$ cat src/rtl/wb_arbiter_if.sv
// ---------------------------------------------------------------------------
// wb_arbiter_if
// Bundles the execute/memory-side handshakes and the register-file write port
// of the writeback arbiter.
//   master : upstream side (drives ALU/load results and flush, observes status)
//   slave  : arbiter side
// Signals:
//   alu_valid/alu_dest/alu_data  ALU result, no backpressure except alu_stall
//   alu_stall                    upstream must hold off alu_valid while high
//   ld_valid/ld_ready/ld_dest/ld_data  load result handshake
//   flush                        discard queued and incoming loads
//   rf_write_*                   registered write port to register_file
//   lq_count                     queued load entries
//   proto_err                    sticky: alu_valid seen while alu_stall high
// ---------------------------------------------------------------------------
interface wb_arbiter_if #(
  parameter int DATA_W   = 16,
  parameter int ADDR_W   = 3,
  parameter int LQ_DEPTH = 4
);
  localparam int CNT_W = $clog2(LQ_DEPTH) + 1;

  logic              alu_valid;
  logic [ADDR_W-1:0] alu_dest;
  logic [DATA_W-1:0] alu_data;
  logic              alu_stall;
  logic              ld_valid;
  logic              ld_ready;
  logic [ADDR_W-1:0] ld_dest;
  logic [DATA_W-1:0] ld_data;
  logic              flush;
  logic              rf_write_enable;
  logic [ADDR_W-1:0] rf_write_destination;
  logic [DATA_W-1:0] rf_write_data;
  logic [CNT_W-1:0]  lq_count;
  logic              proto_err;

  modport master (
    output alu_valid, alu_dest, alu_data, ld_valid, ld_dest, ld_data, flush,
    input  alu_stall, ld_ready, rf_write_enable, rf_write_destination,
           rf_write_data, lq_count, proto_err
  );

  modport slave (
    input  alu_valid, alu_dest, alu_data, ld_valid, ld_dest, ld_data, flush,
    output alu_stall, ld_ready, rf_write_enable, rf_write_destination,
           rf_write_data, lq_count, proto_err
  );
endinterface

$ cat src/rtl/wb_arbiter.sv
// ---------------------------------------------------------------------------
// wb_arbiter
// Owns the single write port of the register file. Single-cycle ALU results
// and variable-latency load results are merged; loads always pass through a
// small circular queue. Every selected result is registered onto rf_write_*,
// so each accepted result produces exactly one write.
//
// Ports:
//   clk  rising-edge clock
//   rst  asynchronous, active-high reset
//   bus  wb_arbiter_if.slave (ALU/load inputs, flush, write port, status)
//
// Arbitration each cycle: queue full -> forced pop (ALU ignored, flagged as
// protocol error if valid); else ALU; else pop if queue not empty.
//
// Optional feature macro: WB_R0_ZERO_EN
//   defined   : a selected write to register 0 is suppressed (enable low) but
//               still consumes its ALU cycle or queue slot.
//   undefined : register 0 is written like any other.
// ---------------------------------------------------------------------------
module wb_arbiter #(
  parameter int DATA_W   = 16,
  parameter int ADDR_W   = 3,
  parameter int LQ_DEPTH = 4
) (
  input  logic          clk,
  input  logic          rst,
  wb_arbiter_if.slave   bus
);
  localparam int PTR_W = $clog2(LQ_DEPTH);
  localparam int CNT_W = PTR_W + 1;
  localparam int ENT_W = ADDR_W + DATA_W;
  localparam logic [CNT_W-1:0] DEPTH_CNT = CNT_W'(LQ_DEPTH);

  // Queue storage: {dest, data}; no reset needed, validity comes from count.
  logic [ENT_W-1:0] lq_mem [LQ_DEPTH];

  logic [PTR_W-1:0]  wr_ptr_reg, wr_ptr_next;
  logic [PTR_W-1:0]  rd_ptr_reg, rd_ptr_next;
  logic [CNT_W-1:0]  count_reg,  count_next;
  logic              proto_err_reg, proto_err_next;
  logic              we_reg,   we_next;
  logic [ADDR_W-1:0] dest_reg, dest_next;
  logic [DATA_W-1:0] data_reg, data_next;

  logic              full, empty, push, pop;
  logic              sel_alu, sel_pop;
  logic [ENT_W-1:0]  head;

  assign full  = (count_reg == DEPTH_CNT);
  assign empty = (count_reg == '0);
  assign head  = lq_mem[rd_ptr_reg];

  // ld_ready is forced low during reset so nothing is accepted while the
  // queue state is being cleared.
  assign bus.ld_ready  = !full && !rst;
  assign bus.alu_stall = full;
  assign bus.lq_count  = count_reg;
  assign bus.proto_err = proto_err_reg;
  assign bus.rf_write_enable      = we_reg;
  assign bus.rf_write_destination = dest_reg;
  assign bus.rf_write_data        = data_reg;

  assign push = bus.ld_valid && !full && !flush_in();

  function automatic logic flush_in();
    return bus.flush;
  endfunction

  // A pop chosen in a flush cycle is cancelled: the queue is being discarded.
  assign pop = sel_pop && !bus.flush;

  always_comb begin
    sel_alu        = 1'b0;
    sel_pop        = 1'b0;
    proto_err_next = proto_err_reg;
    if (full) begin
      // Forced pop guarantees progress for loads starved by ALU traffic.
      sel_pop = 1'b1;
      if (bus.alu_valid) begin
        proto_err_next = 1'b1;
      end
    end else if (bus.alu_valid) begin
      sel_alu = 1'b1;
    end else if (!empty) begin
      sel_pop = 1'b1;
    end
  end

  always_comb begin
    dest_next = dest_reg;
    data_next = data_reg;
    if (sel_alu) begin
      dest_next = bus.alu_dest;
      data_next = bus.alu_data;
    end else if (pop) begin
      dest_next = head[ENT_W-1:DATA_W];
      data_next = head[DATA_W-1:0];
    end
`ifdef WB_R0_ZERO_EN
    we_next = (sel_alu || pop) && (dest_next != '0);
`else
    we_next = sel_alu || pop;
`endif
  end

  always_comb begin
    wr_ptr_next = wr_ptr_reg;
    rd_ptr_next = rd_ptr_reg;
    count_next  = count_reg;
    if (bus.flush) begin
      wr_ptr_next = '0;
      rd_ptr_next = '0;
      count_next  = '0;
    end else begin
      if (push) begin
        wr_ptr_next = wr_ptr_reg + PTR_W'(1);
      end
      if (pop) begin
        rd_ptr_next = rd_ptr_reg + PTR_W'(1);
      end
      // Simultaneous push and pop leave the count unchanged.
      if (push && !pop) begin
        count_next = count_reg + CNT_W'(1);
      end else if (pop && !push) begin
        count_next = count_reg - CNT_W'(1);
      end
    end
  end

  always_ff @(posedge clk) begin
    if (push) begin
      lq_mem[wr_ptr_reg] <= {bus.ld_dest, bus.ld_data};
    end
  end

  always_ff @(posedge clk or posedge rst) begin
    if (rst) begin
      wr_ptr_reg    <= '0;
      rd_ptr_reg    <= '0;
      count_reg     <= '0;
      proto_err_reg <= 1'b0;
      we_reg        <= 1'b0;
      dest_reg      <= '0;
      data_reg      <= '0;
    end else begin
      wr_ptr_reg    <= wr_ptr_next;
      rd_ptr_reg    <= rd_ptr_next;
      count_reg     <= count_next;
      proto_err_reg <= proto_err_next;
      we_reg        <= we_next;
      dest_reg      <= dest_next;
      data_reg      <= data_next;
    end
  end
endmodule

$ cat src/flat_wrapper.sv
// flat-port wrapper written by rule: the top's interface ports become plain ports
module wb_arbiter_flat 
#(
  parameter int DATA_W   = 16,
  parameter int ADDR_W   = 3,
  parameter int LQ_DEPTH = 4
)
  (clk, rst, bus_alu_valid, bus_alu_dest, bus_alu_data, bus_ld_valid, bus_ld_dest, bus_ld_data, bus_flush, bus_alu_stall, bus_ld_ready, bus_rf_write_enable, bus_rf_write_destination, bus_rf_write_data, bus_lq_count, bus_proto_err);
  wb_arbiter_if #(.DATA_W(DATA_W), .ADDR_W(ADDR_W), .LQ_DEPTH(LQ_DEPTH)) bus_i ();
  input  logic clk;
  input  logic rst;
  input wire logic [$bits(bus_i.alu_valid)-1:0] bus_alu_valid;
  input wire logic [$bits(bus_i.alu_dest)-1:0] bus_alu_dest;
  input wire logic [$bits(bus_i.alu_data)-1:0] bus_alu_data;
  input wire logic [$bits(bus_i.ld_valid)-1:0] bus_ld_valid;
  input wire logic [$bits(bus_i.ld_dest)-1:0] bus_ld_dest;
  input wire logic [$bits(bus_i.ld_data)-1:0] bus_ld_data;
  input wire logic [$bits(bus_i.flush)-1:0] bus_flush;
  output wire logic [$bits(bus_i.alu_stall)-1:0] bus_alu_stall;
  output wire logic [$bits(bus_i.ld_ready)-1:0] bus_ld_ready;
  output wire logic [$bits(bus_i.rf_write_enable)-1:0] bus_rf_write_enable;
  output wire logic [$bits(bus_i.rf_write_destination)-1:0] bus_rf_write_destination;
  output wire logic [$bits(bus_i.rf_write_data)-1:0] bus_rf_write_data;
  output wire logic [$bits(bus_i.lq_count)-1:0] bus_lq_count;
  output wire logic [$bits(bus_i.proto_err)-1:0] bus_proto_err;
  assign bus_i.alu_valid = bus_alu_valid;
  assign bus_i.alu_dest = bus_alu_dest;
  assign bus_i.alu_data = bus_alu_data;
  assign bus_i.ld_valid = bus_ld_valid;
  assign bus_i.ld_dest = bus_ld_dest;
  assign bus_i.ld_data = bus_ld_data;
  assign bus_i.flush = bus_flush;
  assign bus_alu_stall = bus_i.alu_stall;
  assign bus_ld_ready = bus_i.ld_ready;
  assign bus_rf_write_enable = bus_i.rf_write_enable;
  assign bus_rf_write_destination = bus_i.rf_write_destination;
  assign bus_rf_write_data = bus_i.rf_write_data;
  assign bus_lq_count = bus_i.lq_count;
  assign bus_proto_err = bus_i.proto_err;
  wb_arbiter #(.DATA_W(DATA_W), .ADDR_W(ADDR_W), .LQ_DEPTH(LQ_DEPTH)) u_core (.clk(clk), .rst(rst), .bus(bus_i));
endmodule
$ cat config.mk
export PLATFORM = sky130hd
export DESIGN_NAME = wb_arbiter_flat
export DESIGN_NICKNAME = d
export VERILOG_FILES = /design/src/rtl/wb_arbiter_if.sv /design/src/rtl/wb_arbiter.sv /design/src/flat_wrapper.sv
export SDC_FILE = /design/constraint.sdc
export NUM_CORES = 1
export LEC_CHECK = 0
export CAP_MARGIN = 5
export CELL_PAD_IN_SITES_DETAIL_PLACEMENT = 0
export CELL_PAD_IN_SITES_GLOBAL_PLACEMENT = 1
export CORE_UTILIZATION = 40
export CTS_BUF_LIST = sky130_fd_sc_hd__clkbuf_16
export CTS_CLUSTER_SIZE = 25
export DETAILED_ROUTE_END_ITERATION = 10
export HOLD_SLACK_MARGIN = 0.06
export PLACE_DENSITY_LB_ADDON = 0.1
export SLEW_MARGIN = 20
export SYNTH_ARGS = -nofsm -noshare
export SYNTH_HDL_FRONTEND = slang
export SYNTH_SLANG_ARGS = --single-unit
export TNS_END_PERCENT = 30
$ cat constraint.sdc
create_clock -name clk -period 2.1 [get_ports clk]
set_input_delay 0.315 -clock clk [delete_from_list [all_inputs] [get_ports clk]]
set_output_delay 0.315 -clock clk [all_outputs]
set_load 0.005 [all_outputs]
# Word-level counts from Yosys, hierarchy flattened
# Memory sizes are Yosys's and may differ from the RTL's.
# Cells that the tools add are included.
[totals]
output_inout_bits = 26
register_bits = 28
ram_bits = 76
n_memories = 1
[memory_table]
columns = ["memory", "depth", "word_bits", "read_ports", "rd_ports_with_merged_regs", "wr", "line", "source"]
rows = [
  ["u_core.lq_mem", 4, 19, 1, 0, 1, "wb_arbiter.sv:36", "logic [ENT_W-1:0] lq_mem [LQ_DEPTH];"],
]
[classes]
addsub = 4
n_eq_ne = 1
n_reduce_logical = 18
mux = 18
[op_table]
columns = ["cell", "count"]
rows = [
  ["two-way mux 16 bit", 2],
  ["two-way mux 3 bit", 5],
  ["two-way mux 2 bit", 4],
  ["two-way mux 1 bit", 7],
  ["logical AND 1 bit", 6],
  ["nonzero test 2 bit", 3],
  ["logical NOT 1 bit", 5],
  ["adder 2 x 1 -> 2 bit (second input constant)", 2],
  ["adder 3 x 1 -> 3 bit (second input constant)", 1],
  ["equality test 3 bit (second input constant)", 1],
  ["logical NOT 3 bit", 1],
  ["nonzero test 3 bit", 1],
  ["subtractor 3 x 1 -> 3 bit (second input constant)", 1],
  ["AND reduction 2 bit", 1],
  ["logical OR 1 bit", 1],
]

# Logic depth before layout (Yosys ltp)
[depth]
ltp_word = 9
mapped_depth = 9

# Worst setup path before layout
# Ideal clock, no wire load.
[synth_path]
kind = "register to register"
startpoint = "register u_core.count_reg[1], in the netlist u_core.bus.lq_count[1]"
endpoint = "register u_core.count_reg[2], in the netlist u_core.bus.lq_count[2]"
path_slack_ps = 22
stages_incl_launch_ff = 10
setup_ps = 104
synth_period_minus_slack_ps = 2078
arrival_time_ps = 1975
path_cell_list = "dfrtp_1 buf_2 o21ai_0 o31a_1 nor2_1 fa_1 nor2b_1 o21ai_0 a21o_1 a221oi_1"
[synth_between]
elab_chain_len = 9
word_cells_on_any_way = 19
[synth_rtl]
columns = ["element", "line", "source"]
rows = [
  ["start, declared", "wb_arbiter.sv:40", "logic [CNT_W-1:0] count_reg, count_next;"],
  ["start signal, assigned", "wb_arbiter.sv:149", "count_reg <= count_next;"],
  ["logical NOT 3 bit", "wb_arbiter.sv:51", "assign empty = (count_reg == '0);"],
  ["two-way mux 1 bit", "wb_arbiter.sv:85", "end else if (!empty) begin"],
  ["two-way mux 1 bit", "wb_arbiter.sv:83", "end else if (bus.alu_valid) begin"],
  ["two-way mux 1 bit", "wb_arbiter.sv:77", "if (full) begin"],
  ["logical AND 1 bit", "wb_arbiter.sv:71", "assign pop = sel_pop && !bus.flush;"],
  ["logical NOT 1 bit", "wb_arbiter.sv:123", "if (push && !pop) begin"],
  ["logical AND 1 bit", "wb_arbiter.sv:123", ""],
  ["two-way mux 3 bit", "wb_arbiter.sv:123", ""],
  ["two-way mux 3 bit", "wb_arbiter.sv:111", "if (bus.flush) begin"],
]
# Parallel ways exist; a longest one is shown, timed or not. The select of a mux whose other input is x is not followed.
# A chain may end at the register's enable or synchronous reset.

# Worst setup path in the final report
[layout_path]
startpoint = "register u_core.count_reg[0], in the netlist u_core.bus.lq_count[0]"
endpoint = "output bus_alu_stall"
[layout_between]
elab_chain_len = 1
[layout_rtl]
columns = ["element", "line", "source"]
rows = [
  ["equality test 3 bit", "wb_arbiter.sv:50", "assign full = (count_reg == DEPTH_CNT);"],
  ["end, declared", "flat_wrapper.sv:19", "output wire logic [$bits(bus_i.alu_stall)-1:0] bus_alu_stall;"],
]
# No other way between the ends.

==> impl_metrics.csv <==
group,metric,value,unit
run_status,status,"complete, no violations",
pwr,p_comb_share,31.6,%
logic_synthesis,synth_edf_count,76,
routing,drc_errors,0,
routing,vias,2502,
logic_synthesis,synth-main-ff-cell,"edfxtp_1",
routing,firstDrtPassIters,4,
logic_synthesis,yosysWarningCount,0,
final_layout,area_growth,31.9,%
logic_synthesis,synthCells,270,
grt,met1_usage,22.4,%
sta,rsz0062_at_grt,"false",
logic_synthesis,yosysTopAreaCellShare,53.9,%
final_layout,fin_util,54.3,%
routing,wire_per_inst,17.2,um
clock_tree,clockBufferDepth,2,
setup_path,critPathArrivalTime,1690,ps
grt,globalRouteMet3Util,3.43,%
routing,first_iter_violations,80,
logic_synthesis,ys_seq_area_share,70.5,%
clock_tree,root_buffer,"clkbuf_16",
setup_path,crit_path_start_kind,"register",
placement,place_congestion,0.749,
sta,post-route-min-period,2000,ps
pwr,power.internal,0.00458,W
final_layout,top_register,"u_core.lq_mem",
grt,top_usage_layer,"met2",
pwr,power.density,1130,nW/um^2
setup_path,worstReg2RegStart,"u_core.bus.lq_count[1]$_DFFE_PP0P_",
setup_path,cp_data_required_time,1780,ps
sta,slew_viol_final,0,
final_layout,layout-drive-gt1-share,18.3,%
pwr,seqPwrFrac,42.8,%
final_layout,n_antenna_cell,0,
clock_tree,cts_tree,"done",
die,core_area,10300,sq um
grt,antenna_found_initial,0,
setup_path,cp-end-kind,"output port",
placement,portBuffers,68,
pwr,ir_worst_vdd,0.555,mV
routing,ant_nets,0,
logic_synthesis,async_flop_share,26.9,%
grt,grt-ovfl-total,0,
final_layout,largest_register_ffs,76,
sta,max_freq,499,MHz
final_layout,nets,409,
sta,setup_viol,0,
die,die_y,105,um
logic_synthesis,synth.area.top_cells,"edfxtp_1 54%, dfrtp_1 17%, mux4_2 10%",
logic_synthesis,syn_area,4230,sq um
logic_synthesis,yosys.cell_types.count,31,
flow_run,cap_violations,0,
die,die_area,11000,sq um
grt,grt_first_pass_wirelength,14000,um
logic_synthesis,yosys.area.top_type,"edfxtp_1",
sta,final.period_utilization,95.4,%
logic_synthesis,yosysMostFrequentCell,"edfxtp_1",
grt,grt_pass1_vias,2548,
clock_tree,cts_made_buffers,9,
pwr,p_leak,2.01,nW
logic_synthesis,avgSynthCellArea,15.7,sq um
grt,grt_start_max_net_pins,31,
die,dieWidth,105,um
routing,viasPerCell,4.98,
sta,slew_headroom,66.2,%
setup_path,critPathLaunch,"u_core.bus.lq_count[0]$_DFFE_PP0P_",
setup_path,path_max_fanout,8,
die,initial_core_util,41.2,%
pwr,swShare,27.3,%
clock_tree,clk_latency,340,ps
min_path,hold_class,"primary input to asynchronous set/reset pin",
sta,worstMarginPinSlew,507,ps
setup_path,rrSetupSlack,210,ps
pwr,power.total,0.00631,W
sta,skew,7.14,ps
clock_tree,h-tree-depth,3,
logic_synthesis,syn-num-nets,318,
setup_path,criticalPathCategory,"register to output port",
clock_tree,clk_pin_slew,70,ps
clock_tree,holdBufCountCts,0,
clock_tree,cts_num_sinks,104,
placement,place_hpwl,5640,um
die,io_pins,69,
final_layout,fill_cells,865,
logic_synthesis,synthTopCellsByCount,"76 x edfxtp_1, 42 x nand2_1, 28 x dfrtp_1, 28 x nor2_1, 19 x mux4_2",
die,row_count,37,
pwr,p_clk_share,25.6,%
pwr,p_sw,0.00172,W
sta,hold_viol,0,
grt,use_met2,29.2,%
logic_synthesis,synth_seq_cells,104,
grt,grt_use_total,17.2,%
routing,routed_wl,8630,um
[logic make-up (layout without fill, tap and decap cells)]
logic type | count (synthesis) | in the layout | synth area share [%]
DFF | 104 | 104 | 70.5
and+or+nand+nor | 82 | 82 | 8.31
AOI/OAI and AO/OA | 33 | 33 | 5.53
buffers and inverters | 22 | 118 | 2.81
muxes | 20 | 20 | 10.4
adders and majority gates | 5 | 5 | 1.66
xor gates and xnor gates | 4 | 4 | 0.828
[cell type report]
type                            count  area [sq um]  area share (%)
Clock buffer                        9           225            4.04
Clock inverter                      7          66.3            1.19
Inverter                            7          26.3           0.471
Multi-Input combinational cell    144          1150            20.6
Sequential cell                   104          2980            53.5
Tap cell                          136           170            3.05
Timing Repair Buffer               95           958            17.2
[critical path, cell delays in order, from the launching register on]
cell             delay (ps)
dfrtp_1                 400
buf_4                   180
nor3b_4                 240
clkdlybuf4s50_1         530
[cell usage in the layout (no fill, tap or decap), types with 2 or more instances in the layout]
cell             Yosys  layout
edfxtp_1            76      76
clkdlybuf4s50_1      0      68
nand2_1             42      42
nor2_1              28      28
dfrtp_1             28      28
buf_4                0      21
mux4_2              19      19
a31oi_1             17      17
inv_1                7      10
clkbuf_16            0       9
buf_12               0       6
nand2b_1             4       4
and2_1               4       4
ha_1                 4       4
xnor2_1              3       3
o311ai_0             3       3
a31oi_2              2       2
a21o_1               2       2
o21ai_0              3       2
a21oi_1              2       2
[through the flow]
stage | hold slack (ps) | std cells | setup slack, ps | setup TNS, ps | area, sq um
detailed placement | 456 | 485 | -229 | -229 | 5270
finish | 351 | 502 | 97.5 | 0 | 5580
global route | 382 | 502 | 31.5 | 0 | 5580
global placement | 443 | 485 | -137 | -137 | 5270
CTS | 366 | 502 | 76.9 | 0 | 5570
floorplan | 380 | 270 | 21.5 | 0 | 4230
[what timing repair did]
| action | CTS | global route |
|---|---|---|
| setup endpoints to repair | 3 | 1 |
| pin swaps | 1 | 0 |
| hold endpoints to repair | 0 | 0 |
| gates resized for setup | 1 | 3 |
| setup buffers | 1 | 0 |
| gates cloned | 0 | 0 |
[metal layers]
layer	wire (um)	vias up
met4	103	0
met5	0	-
met3	252	11
met2	4340	50
li1	-	1186
met1	3940	1255
[path summary, 6_finish.rpt]
kind                                                 endpoint  cells after the start
max                                             bus_alu_stall                      3
min                          u_core.rd_ptr_reg[0]$_DFFE_PP0P_                      2
max reg2reg                u_core.bus.lq_count[2]$_DFFE_PP0P_                      8
min reg2reg                  u_core.bus.proto_err$_DFFE_PP0P_                      1
max in group asynchronous  u_core.bus.lq_count[2]$_DFFE_PP0P_                      3
min in group clk             u_core.bus.proto_err$_DFFE_PP0P_                      1
[power by group through the flow]
stage               sequential [W]  clock [W]  combinational (W)
global route               0.00274    0.00173            0.00220
floorplan                  0.00274          0            0.00104
finish                     0.00270    0.00161            0.00199
global placement           0.00273          0            0.00199
detailed placement         0.00274          0            0.00201
CTS                        0.00270    0.00166            0.00202
Note: power is estimated with default switching activity, not from simulation.
